[src/rtl/tvs_pkg.sv]
// Shared types and constants for the test-vector sequencer.
package tvs_pkg;

    typedef enum logic [2:0] {
        StIdle,
        StFetch,
        StLoad,
        StSettle,
        StCapture,
        StDone
    } tvs_state_e;

    localparam int unsigned        MISR_W    = 16;
    localparam logic [MISR_W-1:0]  MISR_POLY = 16'h6801;
    localparam logic [MISR_W-1:0]  MISR_SEED = 16'hFFFF;

endpackage

[src/rtl/tvs_misr.sv]
// 16-bit multiple-input signature register over the captured CUT responses.
module tvs_misr
    import tvs_pkg::*;
#(
    parameter int unsigned DATA_W = 2
) (
    input  logic              clk,
    input  logic              rst,
    input  logic              init,
    input  logic              shift,
    input  logic [DATA_W-1:0] data_in,
    output logic [MISR_W-1:0] sig
);

    localparam int unsigned IDX_W = $clog2(MISR_W);

    logic [MISR_W-1:0] sig_q, sig_d, fold;

    // Fold inputs wider than the register back onto its low bits.
    always_comb begin
        fold = '0;
        for (int i = 0; i < DATA_W; i++) begin
            fold[IDX_W'(i % MISR_W)] = fold[IDX_W'(i % MISR_W)] ^ data_in[i];
        end
    end

    // Seed on init, otherwise shift-and-compress one response per strobe.
    always_comb begin
        sig_d = sig_q;
        if (init) begin
            sig_d = MISR_SEED;
        end else if (shift) begin
            sig_d = {sig_q[MISR_W-2:0], 1'b0} ^ (sig_q[MISR_W-1] ? MISR_POLY : '0) ^ fold;
        end
    end

    // Signature register.
    always_ff @(posedge clk or posedge rst) begin
        if (rst) begin
            sig_q <= '0;
        end else begin
            sig_q <= sig_d;
        end
    end

    assign sig = sig_q;

endmodule

[config.mk]
export PLATFORM = sky130hd
export DESIGN_NAME = tvs_misr
export DESIGN_NICKNAME = d
export VERILOG_FILES = /design/src/rtl/tvs_pkg.sv /design/src/rtl/tvs_misr.sv
export SDC_FILE = /design/constraint.sdc
export NUM_CORES = 1
export LEC_CHECK = 0
export BUFFER_PORTS_ARGS = -buffer_cell sky130_fd_sc_hd__buf_2
export CAP_MARGIN = 30
export CORE_MARGIN = 5
export CORE_UTILIZATION = 40
export DETAILED_ROUTE_END_ITERATION = 8
export GPL_TIMING_DRIVEN = 0
export PLACE_DENSITY = 0.66
export SYNTH_ARGS = -nofsm -noshare
export SYNTH_HDL_FRONTEND = slang
export SYNTH_SLANG_ARGS = --single-unit
[constraint.sdc]
create_clock -name clk -period 1.1 [get_ports clk]
set_input_delay 0.22 -clock clk [delete_from_list [all_inputs] [get_ports clk]]
set_output_delay 0.22 -clock clk [all_outputs]
set_load 0.05 [all_outputs]
==> run_results.csv <==
group,metric,value,unit
outcome,status,"complete, but fails checks",
outcome,violations,"negative hold slack",
detailed_routing,vias,574,
detailed_routing,antenna_left,0,
critical_path,cp_cell_sequence,"buf_6",
detailed_routing,routed_wl,1640,um
critical_path,slowest_stage,"dfrtp_2",
critical_path,r2r_start,"sig[10]",
cts,clk_pin_slew,0.10,ns
floorplanning,die_h,52.9,um
floorplanning,rows,15,
layout,n_antenna_cell,0,
floorplanning,die_w,52.9,um
critical_path,crit_fanout,3,
pwr,leakage,0.470,nW
pwr,power.ir.vdd_worst,0.000945,V
yosys,async_flop_share,100,%
sta,worst_slew_pin_slew,0.612,ns
cts,cts_hold_buf,0,
detailed_routing,drc,0,
layout,final_cells,120,
cts,cts_tree,"yes",
global_route,grt_pass1_vias,609,
sta,finalClockSkew,0.0112,ns
detailed_routing,dr.pass1.iters,2,
floorplanning,die_area,2790,um^2
yosys,ys_ff_latch,16,
sta,period_share,98.9,%
critical_path,worstPathArrival,0.87,ns
yosys,synth_area_leaders,"dfrtp_1 55%, a211o_1 13%, and2b_1 8.2%",
detailed_routing,met1Wirelength,716,um
critical_path,crit_family,"flip-flops",
yosys,synthesis.area,734,um^2
detailed_routing,drt_iter0_drc,4,
placement,place_area,885,um^2
critical_path,required,0.88,ns
yosys,syn_nets,67,
critical_path,r2r_slack,0.03,ns
floorplanning,ios,22,
floorplanning,start_util,42.1,%
yosys,synthCells,61,
layout,syn_to_final_growth,50.3,%
yosys,ys_top_cells_by_count,"16 x dfrtp_1, 11 x a211o_1, 8 x and2b_1",
placement,place_hpwl,1030,um
sta,slew_headroom,59.2,%
yosys,synth_edf_count,0,
cts,cts_max_path_buffers,2,
yosys,synth.top_cell.area_share,54.5,%
yosys,synth_top_area_cell,"dfrtp_1",
cts,htree_levels,1,
sta,finalHoldViolations,9,
placement,placed_cells,105,
sta,final_max_slew_viol_count,0,
layout,final_core_util,63.2,%
detailed_routing,wl_per_cell,13.6,um
yosys,synth_warnings,0,
critical_path,crit_path_end_kind,"output pin",
global_route,overflow,0,
yosys,synthFlopType,"dfrtp_1",
critical_path,path_buf_inv,1,
yosys,seq_area_frac_synth,54.5,%
global_route,grt_max_degree,17,
sta,rsz0062_at_grt,"yes",
placement,io_buffer_count,19,
sta,setup_viol,0,
cts,cts_made_buffers,3,
critical_path,startpoint,"sig[2]",
floorplanning,coreArea,1750,um^2
sta,clock.fmax,920,MHz
layout,drive_gt1_share,53.7,%
critical_path,max_stage_delay,0.43,ns
yosys,yosysMostFrequentCell,"dfrtp_1",
global_route,grt_antenna_before_repair,0,
pwr,finalPower,1.50,mW
global_route,track_usage,12.9,%
detailed_routing,via_per_inst,4.78,
critical_path,crit_type,"reg -> out",
yosys,ys_types,12,
worst_hold_path,min_path_type,"in -> async",
cts,clkLatencyLatePin,0.28,ns
job,drv_cap,0,
cts,ctsRootBufferMaster,"clkbuf_4",
pwr,p_per_area,1360,nW/um^2
layout,finish.instance_area,1100,um^2
global_route,grt_pass1_wl,2590,um
placement,gp_congestion,0.702,
sta,min_period,1.09,ns
sta,hold_ws,-0.00974,ns
detailed_routing,dr_wl_met2,827,um
detailed_routing,wl_met3,77,um
yosys,syn_area_per_cell,12.0,um^2
layout,largest_reg_flops,16,
layout,nNetsFinal,102,
critical_path,cp-start-kind,"flip-flop",
detailed_routing,dr.max_layer_used,"met4",
cts,cts_sinks,16,
layout,fillers,152,
cell usage in the layout (no fill, tap or decap):
master | netlist | routed
buf_2 | 2 | 5
dfrtp_1 | 16 | 5
nor3_1 | 5 | 5
nor2b_1 | 4 | 4
dfrtp_2 | 0 | 11
buf_8 | 2 | 2
buf_4 | 0 | 11
a211o_1 | 11 | 11
and2b_1 | 8 | 8
a21oi_1 | 5 | 5
clkbuf_8 | 0 | 2
xnor2_1 | 5 | 5
clkbuf_4 | 0 | 3
inv_1 | 1 | 1
buf_6 | 1 | 17
layout make-up:
class / instances / area, um^2 / share of cell area, %
buffer: 6 / 65.1 / 5.90
clock buffer: 4 / 36.3 / 3.29
inverter: 1 / 3.75 / 0.340
multi-input combinational: 38 / 275 / 24.9
sequential: 16 / 414 / 37.5
tap: 25 / 31.3 / 2.83
timing repair buffer: 30 / 278 / 25.2
per-stage QoR:
stage	TNS [ns]	hold WS, ns	worst slack [ns]
after CTS	0	0.00911	0.00657
final	0	-0.00974	0.0126
after global routing	-0.272	0.0240	-0.0335
after global placement	0	0.323	0.0782
after floorplan	-0.0635	0.133	-0.0635
after detailed placement	0	0.318	0.0678
routing by layer:
metal / vias to the layer above / track usage (%)
li1: 277 / -
met1: 281 / 15.2
met2: 14 / 20.9
met3: 2 / 4.51
met4: 0 / 5.53
met5: - / 0
kinds of logic (layout without fill, tap and decap cells):
| family | count (synthesis) | after routing | synth area share (%) |
|---|---|---|---|
| and+or+nand+nor | 17 | 17 | 15.0 |
| AOI/OAI and AO/OA | 16 | 16 | 16.5 |
| DFF | 16 | 16 | 54.5 |
| buffers and inverters | 7 | 41 | 8.01 |
| xor gates and xnor gates | 5 | 5 | 5.96 |
what timing repair did:
action / 4_1_cts / 5_1_grt
resized for setup: 29 / 3
endpoints found under the setup margin: 16 / 17
pin swaps: 0 / 0
setup buffers: 6 / 5
report_power, final:
group | switching, mW | total [mW] | internal [mW]
Clock | 0.182 | 0.383 | 0.201
Combinational | 0.256 | 0.454 | 0.197
Sequential | 0.0341 | 0.668 | 0.634
Total | 0.473 | 1.50 | 1.03
final timing paths:
check,end,depth (start not counted)
setup / recovery,sig[2],1
hold / removal,sig[11],2
setup reg to reg,sig[10],3
hold reg to reg,sig[8],1
max in group asynchronous,sig[5],2
min in group clk,sig[1],3
(Power assumes the default switching activity.)
